### config.mk
export PLATFORM = sky130hd
export DESIGN_NAME = fetch_stage
export DESIGN_NICKNAME = d
export VERILOG_FILES = /design/src/rtl/core_pkg.sv /design/src/rtl/pc_reg.sv /design/src/rtl/fetch_stage.sv
export SDC_FILE = /design/constraint.sdc
export NUM_CORES = 1
export LEC_CHECK = 0
export BUFFER_PORTS_ARGS = -buffer_cell sky130_fd_sc_hd__buf_2
export CAP_MARGIN = 20
export CELL_PAD_IN_SITES_DETAIL_PLACEMENT = 0
export CELL_PAD_IN_SITES_GLOBAL_PLACEMENT = 2
export CORE_ASPECT_RATIO = 0.9
export CORE_UTILIZATION = 35
export DETAILED_ROUTE_END_ITERATION = 8
export PLACE_DENSITY = 0.84
export SLEW_MARGIN = 20
export SYNTH_ARGS = -nofsm -noshare
export SYNTH_HDL_FRONTEND = slang
export SYNTH_HIERARCHICAL = 1
export SYNTH_SLANG_ARGS = --single-unit
export TNS_END_PERCENT = 1
### constraint.sdc
create_clock -name clk -period 5.66 [get_ports clk]
set_input_delay 0.849 -clock clk [delete_from_list [all_inputs] [get_ports clk]]
set_output_delay 0.849 -clock clk [all_outputs]
set_load 0.05 [all_outputs]
### src/rtl/core_pkg.sv
// Shared core definitions: fetch FSM encoding, bubble word and the IF/ID record.
package core_pkg;

    localparam int XLEN = 32;

    // addi x0,x0,0 -- the canonical bubble placed in IF/ID when it holds nothing
    localparam logic [XLEN-1:0] NOP_INSTR = 32'h0000_0013;

    typedef enum logic [1:0] {
        BOOT  = 2'd0,
        RUN   = 2'd1,
        FAULT = 2'd2
    } fetch_state_t;

    typedef struct packed {
        logic [XLEN-1:0] instr;
        logic [XLEN-1:0] pc;
        logic [XLEN-1:0] pc_plus4;
        logic            valid;
    } if_id_t;

endpackage

### src/rtl/pc_reg.sv
// Program counter register with load, increment enable and async reset.
module pc_reg #(
    parameter int          N        = 32,
    parameter logic [N-1:0] RESET_PC = '0
) (
    input  logic         clk,
    input  logic         rst,
    input  logic         en_i,
    input  logic         load_i,
    input  logic [N-1:0] load_val_i,
    output logic [N-1:0] pc_o,
    output logic [N-1:0] pc_plus4_o
);

    logic [N-1:0] pc_q;
    logic [N-1:0] pc_d;

    // Load beats increment; the +4 wraps modulo 2^N with the carry dropped.
    always_comb begin
        pc_d = pc_q;
        if (load_i)
            pc_d = load_val_i;
        else if (en_i)
            pc_d = pc_plus4_o;
    end

    // PC state, forced to RESET_PC the moment rst rises.
    always_ff @(posedge clk or posedge rst) begin
        if (rst)
            pc_q <= RESET_PC;
        else
            pc_q <= pc_d;
    end

    assign pc_plus4_o = pc_q + N'(4);
    assign pc_o       = pc_q;

endmodule

### src/rtl/fetch_stage.sv
// Instruction-fetch front end: owns the PC, drives the instruction memory
// address and captures the returned word into the IF/ID register.
module fetch_stage
    import core_pkg::*;
#(
    parameter int          N          = 32,
    parameter int          N_INSTR    = 32,
    parameter int          BYTE_WIDTH = 8,
    parameter logic [N-1:0] RESET_PC   = '0,
    parameter logic [N-1:0] NOP_INSTR  = core_pkg::NOP_INSTR
) (
    input  logic         clk,
    input  logic         rst,
    input  logic         stall,
    input  logic         redirect,
    input  logic [N-1:0] redirect_pc,
    output logic [N-1:0] imem_addr,
    input  logic [N-1:0] imem_instr,
    output logic [N-1:0] if_id_instr,
    output logic [N-1:0] if_id_pc,
    output logic [N-1:0] if_id_pc_plus4,
    output logic         if_id_valid,
    output logic         fetch_fault
);

    // Highest byte address at which a full word still fits in memory.
    localparam logic [N-1:0] LAST_WORD = N'(N_INSTR * BYTE_WIDTH - 4);

    fetch_state_t state_q, state_d;
    if_id_t       if_id_q, if_id_d;
    logic         fault_q, fault_d;
    logic         pc_en;
    logic         pc_load;
    logic [N-1:0] pc_cur;
    logic [N-1:0] pc_plus4;
    logic         pc_bad;

    pc_reg #(
        .N        (N),
        .RESET_PC (RESET_PC)
    ) u_pc_reg (
        .clk        (clk),
        .rst        (rst),
        .en_i       (pc_en),
        .load_i     (pc_load),
        .load_val_i (redirect_pc),
        .pc_o       (pc_cur),
        .pc_plus4_o (pc_plus4)
    );

    // A fetch is illegal when misaligned or when the word would run past memory.
    assign pc_bad = (pc_cur[1:0] != 2'b00) || (pc_cur > LAST_WORD);

    // Fetch FSM: redirect > stall > capture; a bad PC never samples imem_instr.
    always_comb begin
        state_d = state_q;
        fault_d = fault_q;
        if_id_d = if_id_q;
        pc_en   = 1'b0;
        pc_load = 1'b0;
        case (state_q)
            BOOT: begin
                if_id_d.instr = NOP_INSTR;
                if_id_d.valid = 1'b0;
                fault_d       = pc_bad;
                state_d       = pc_bad ? FAULT : RUN;
            end
            RUN: begin
                if (redirect) begin
                    pc_load       = 1'b1;
                    if_id_d.instr = NOP_INSTR;
                    if_id_d.valid = 1'b0;
                end else if (stall) begin
                    if_id_d = if_id_q;
                end else if (!pc_bad) begin
                    pc_en            = 1'b1;
                    if_id_d.instr    = imem_instr;
                    if_id_d.pc       = pc_cur;
                    if_id_d.pc_plus4 = pc_plus4;
                    if_id_d.valid    = 1'b1;
                end else begin
                    if_id_d.instr = NOP_INSTR;
                    if_id_d.valid = 1'b0;
                    fault_d       = 1'b1;
                    state_d       = FAULT;
                end
            end
            FAULT: begin
                if_id_d.instr = NOP_INSTR;
                if_id_d.valid = 1'b0;
                if (redirect) begin
                    pc_load = 1'b1;
                    fault_d = 1'b0;
                    state_d = RUN;
                end
            end
            default: begin
                if_id_d.instr = NOP_INSTR;
                if_id_d.valid = 1'b0;
                fault_d       = 1'b0;
                state_d       = BOOT;
            end
        endcase
    end

    // FSM, fault flag and IF/ID register; async reset restores the bubble at once.
    always_ff @(posedge clk or posedge rst) begin
        if (rst) begin
            state_q          <= BOOT;
            fault_q          <= 1'b0;
            if_id_q.instr    <= NOP_INSTR;
            if_id_q.pc       <= '0;
            if_id_q.pc_plus4 <= '0;
            if_id_q.valid    <= 1'b0;
        end else begin
            state_q <= state_d;
            fault_q <= fault_d;
            if_id_q <= if_id_d;
        end
    end

    assign imem_addr      = pc_cur;
    assign if_id_instr    = if_id_q.instr;
    assign if_id_pc       = if_id_q.pc;
    assign if_id_pc_plus4 = if_id_q.pc_plus4;
    assign if_id_valid    = if_id_q.valid;
    assign fetch_fault    = fault_q;

endmodule

=== After elaboration in Yosys (flattened, before gate mapping) ===
Cells that the tools add are included.

* Add/subtract/negate cells: 1
* Order comparisons: 1
* Eq/ne operators: 7
* Muxes and demuxes: 26
* Bitwise gates (word level): 3
* Reduce and logical (&&, ||, !) cells: 7

{| class="wikitable"
|+ Operators with widths
! cell !! number
|-
| $mux 32 || 5
|-
| $mux 97 || 1
|-
| $mux 64 || 1
|-
| $add 32x3->32 const B || 1
|-
| $gt 32x8->1 const B || 1
|-
| $mux 1 || 12
|-
| $mux 2 || 5
|-
| $ne 2x2->1 const B || 4
|-
| $reduce_and 4->1 || 2
|-
| $pmux 2 s3 || 1
|-
| $reduce_bool 2->1 || 2
|-
| $ne 3x3->1 const B || 1
|-
| $not 1->1 || 3
|-
| $pmux 1 s3 || 1
|-
| $eq 2x1->1 const B || 1
|-
| $eq 2x2->1 const B || 1
|-
| $logic_not 2->1 || 1
|-
| $reduce_or 2->1 || 1
|-
| $logic_or 1x1->1 || 1
|}

* Flip-flop bits (word level): 132
* Logic and storage cells: 52

=== Depth between registers and ports, before layout ===
* Depth in word-level cells: 8
* Depth in mapped cells: 12
* Gate-level depth less buffers: 9

=== By module ===
The synthesis kept the hierarchy.

{| class="wikitable"
|+ Modules (own cells, without submodules)
! module !! instances !! cells each !! area an instance (um^2) !! sequential area each (um^2)
|-
| fetch_stage || 1 || 251 || 3901.2 || 2506.2
|-
| pc_reg || 1 || 293 || 2414.8 || 800.8
|}

=== Worst setup path before layout ===
Ideal clock, no wire load.

* Path kind: register -> register
* From: reg u_pc_reg.pc_q[27], in the netlist u_pc_reg/pc_o[27]
* To: reg u_pc_reg.pc_q[24], in the netlist u_pc_reg/pc_o[24]
* Setup time: 0.082 ns
* Arrival time: 3.502 ns
* Data required time: 5.578 ns
* Path slack: 2.076 ns
* Cell stages (with the launch flop): 12
* Cells stage by stage: dfrtp_1 > nor4_1 > nand4_1 > nand4b_4 > or3_1 > buf_6 > inv_12 > buf_4 > nand4_1 > or4_4 > or4_1 > a31oi_1

* Word-level cells in the longest chain between the ends: 7

{| class="wikitable"
|+ Ends and longest elaborated chain
! what !! RTL line !! RTL
|-
| start, declared || pc_reg.sv:15 || <nowiki>logic [N-1:0] pc_q;</nowiki>
|-
| start signal, assigned || pc_reg.sv:32 || <nowiki>pc_q <= pc_d;</nowiki>
|-
| $gt 32x8->1 || fetch_stage.sv:52 || <nowiki>assign pc_bad = (pc_cur[1:0] != 2'b00) || (pc_cur > LAST_WORD);</nowiki>
|-
| $logic_or 1x1->1 || fetch_stage.sv:52 ||
|-
| $mux 1 || fetch_stage.sv:75 || <nowiki>end else if (!pc_bad) begin</nowiki>
|-
| $mux 1 || fetch_stage.sv:73 || <nowiki>end else if (stall) begin</nowiki>
|-
| $mux 1 || fetch_stage.sv:69 || <nowiki>if (redirect) begin</nowiki>
|-
| $mux 1 || fetch_stage.sv:61 || <nowiki>case (state_q)</nowiki>
|-
| $reduce_bool 2->1 (no line) || -- ||
|}

No other way between the ends.
A chain may end at the register's enable or synchronous reset.

=== Worst setup path in the final report ===
* From: reg u_pc_reg.pc_q[21], in the netlist u_pc_reg/pc_o[21]
* To: reg u_pc_reg.pc_q[24], in the netlist u_pc_reg/pc_o[24]

* Word-level cells in the longest chain between the ends: 7
* Elaborated cells between the ends (all ways): 10

{| class="wikitable"
|+ Ends and longest elaborated chain
! what !! RTL line
|-
| $gt 32x8->1 || fetch_stage.sv:52
|-
| $logic_or 1x1->1 || fetch_stage.sv:52
|-
| $mux 1 || fetch_stage.sv:75
|-
| $mux 1 || fetch_stage.sv:73
|-
| $mux 1 || fetch_stage.sv:69
|-
| $mux 1 || fetch_stage.sv:61
|-
| $reduce_bool 2->1 (no line) || --
|}

Several ways; a longest one is shown, not always the timed one. The select of a mux whose other input is x is not followed.

==> out/results.txt <==
outcome: completed
largest cells by area after synthesis: dfrtp_1 51%, mux2_4 7.1%, a22o_1 4.2%
Layout Skew: 0.0114 ns
Via density: 5.05
Pwr per Cell Area: 453 nW/um^2
IO Pins: 198
DR WL/cell: 17.8 um
post-synthesis sequential area ratio: 52.4%
Post-Syn Instances: 544
syn_nets: 616
Post-CTS Hold Buffers: 0
fin util: 45.0%
Vias: 4932
share of layout cells above drive strength 1: 39.6%
Tcrit/Tclk final: 72.3%
Setup Buffers After CTS: 0
Total GRT Usage: 19.4%
fill cell count: 1671
CP required: 6.00 ns
Area Overhead vs Synth: 25.8%
Async SR Flop Fraction: 100%
Synth Cell Area: 6320 um^2
core area: 17700 um^2
Setup TNS: 0 ns
RR Startpoint: u_pc_reg/pc_o[21]$_DFFE_PP0N_
first-pass GRT wire length: 26900 um
initial antenna violation count: 0
largest area contributor in the netlist: dfrtp_1
Avg Cell Area, Syn: 11.6 um^2
CP endpoint kind: flop
Pleak: 0.00394 uW
final hold viol count: 0
CTS H-tree lvls: 4
Post-synth EDFFs: 0
RePlAce Congestion: 0.830
Starting Density: 35.7%
Num Clock Sinks: 132
RSZ-0062 raised after global routing: no
Max-Slew Margin vs Limit: 33.4%
final-report max-slew violation count: 0
Detail Placement HPWL: 12100 um
critical path startpoint: u_pc_reg/pc_o[21]$_DFFE_PP0N_
arrival time of the worst setup path: 4.43 ns
Port Buffers: 197
Die Height: 129 um
Setup CP Type: reg -> reg
Nets: 796
CTS max path bufs: 2
Die X: 144 um
Synth Register Bits: 132
cts bufs inserted: 17
CTS root buffer: clkbuf_16
TritonRoute pass-1 iters: 5
CTS tree: yes
worst-margin pin slew: 0.996 ns
Iter 0 DRT Violations: 265
vias in the first global route: 4709
Tmin final: 4.09 ns
synth unique cells: 53
Diodes inserted: 0
f_max: 245 MHz
Synth Flop Type: dfrtp_1
Detailed Route WL: 17400 um
pin count of the biggest net entering global routing: 76
Synth top area share: 51.1%
clock latency on the worst-skew pair: 0.42 ns
clk slew on worst S/H paths: 0.06 ns
Rows: 46
Post-synth top cells: 129 x dfrtp_1, 38 x nand2_1, 31 x and2_1
hold_sp: if_id_valid$_DFFE_PP0P_
GRT overflow: 0
die area: 18600 um^2
Peak supply drop: 0.250 mV
Yosys warnings: 6
Final ANT Viol Nets: 0
Min-Delay Path Class: reg -> reg
Worst Path Max Fanout: 75
cts repair resizes: 0
crit path launch type: flop
DRC Markers: 0
Max Cap Violations: 0
top-count cell post-synth: dfrtp_1
final setup vio count: 0
-- area by class of cell --
cell class	instances	area [um^2]	area share, %
inverter	9	48.8	0.614
sequential	132	3310	41.6
tap	240	300	3.78
clock buffer	18	439	5.53
multi-input combinational	363	2720	34.2
clock inverter	14	120	1.51
timing repair buffer	201	1020	12.8
-- placed cells by master, fill, tap and decap left out, types with 6 or more instances in the layout --
| cell type | instances |
|---|---|
| buf_2 | 197 |
| xnor2_1 | 27 |
| clkinv_4 | 7 |
| o21ai_0 | 27 |
| nand4_1 | 19 |
| nor4_1 | 8 |
| a22o_1 | 30 |
| inv_1 | 7 |
| mux2_4 | 30 |
| nor2_1 | 24 |
| nand2_1 | 38 |
| and2_1 | 31 |
| mux2_2 | 10 |
| nand3_1 | 24 |
| a31oi_1 | 10 |
| xor2_1 | 16 |
| or3_1 | 7 |
| clkbuf_16 | 17 |
| nor3_1 | 6 |
| and4_1 | 7 |
| dfrtp_1 | 129 |
-- registers in the layout (all words and copies together), names as in the netlist --
name and flops:
u_pc_reg/pc_o 32, if_id_pc 32, if_id_valid 1, state_q 2
if_id_pc_plus4 32, if_id_instr 32, fetch_fault 1
-- path summary, 6_finish.rpt --
check / slack [ns] / cells after the start / endpoint
worst max-delay path: 1.57 / 10 / u_pc_reg/pc_o[24]$_DFFE_PP0N_
worst min-delay path: 0.47 / 2 / if_id_valid$_DFFE_PP0P_
worst max register to register: 1.57 / 10 / u_pc_reg/pc_o[24]$_DFFE_PP0N_
worst min register to register: 0.47 / 2 / if_id_valid$_DFFE_PP0P_
max in group asynchronous: 4.02 / 3 / if_id_pc_plus4[28]$_DFFE_PP0P_
min in group asynchronous: 0.53 / 2 / if_id_pc_plus4[1]$_DFFE_PP0P_
-- critical path, cell delays in order, from the launching register on --
cell,delay [ns]
dfrtp_1,0.55
nor4_1,0.33
nand4_1,0.22
nand4b_4,0.27
or3_1,0.39
buf_4,0.27
inv_12,0.37
nand4_1,0.31
or4_4,0.61
or4_1,0.50
a31oi_1,0.16
-- power breakdown --
| group | switching, uW | internal [uW] | total (uW) |
|---|---|---|---|
| registers | 321 | 1070 | 1390 |
| clock network | 453 | 584 | 1040 |
| logic | 826 | 350 | 1180 |
| total | 1600 | 2000 | 3600 |
-- stage by stage --
stage	setup WS [ns]	instances	hold WS, ns	total power (uW)	instance area (um^2)
2_1_floorplan	2.08	544	0.508	2250	6320
3_3_place_gp	1.67	945	0.462	2570	7390
3_5_place_dp	1.58	945	0.461	2580	7390
4_1_cts	1.55	977	0.476	3630	7950
5_1_grt	1.27	977	0.491	3800	7950
6_report	1.57	977	0.474	3600	7950
-- cells by family (layout without fill, tap and decap cells) --
family	count (synthesis)	after routing	share of synthesized area, %
AO/OA/AOI/OAI	86	86	9.59
adder cells (fa/ha/maj)	4	4	0.792
multiplexers	41	41	9.07
flip-flops	132	132	52.4
XOR/XNOR	43	43	5.96
buffers and inverters	49	242	4.68
AND/OR/NAND/NOR	189	189	17.6
-- metal layers --
metal | global-route usage [%] | up-vias | wire, um
li1 | - | 2323 | -
met1 | 27.3 | 2400 | 8330
met2 | 27.8 | 186 | 7560
met3 | 5.99 | 23 | 1230
met4 | 7.26 | 0 | 255
met5 | 0 | - | 0
Power figures use the tool's default switching activity.
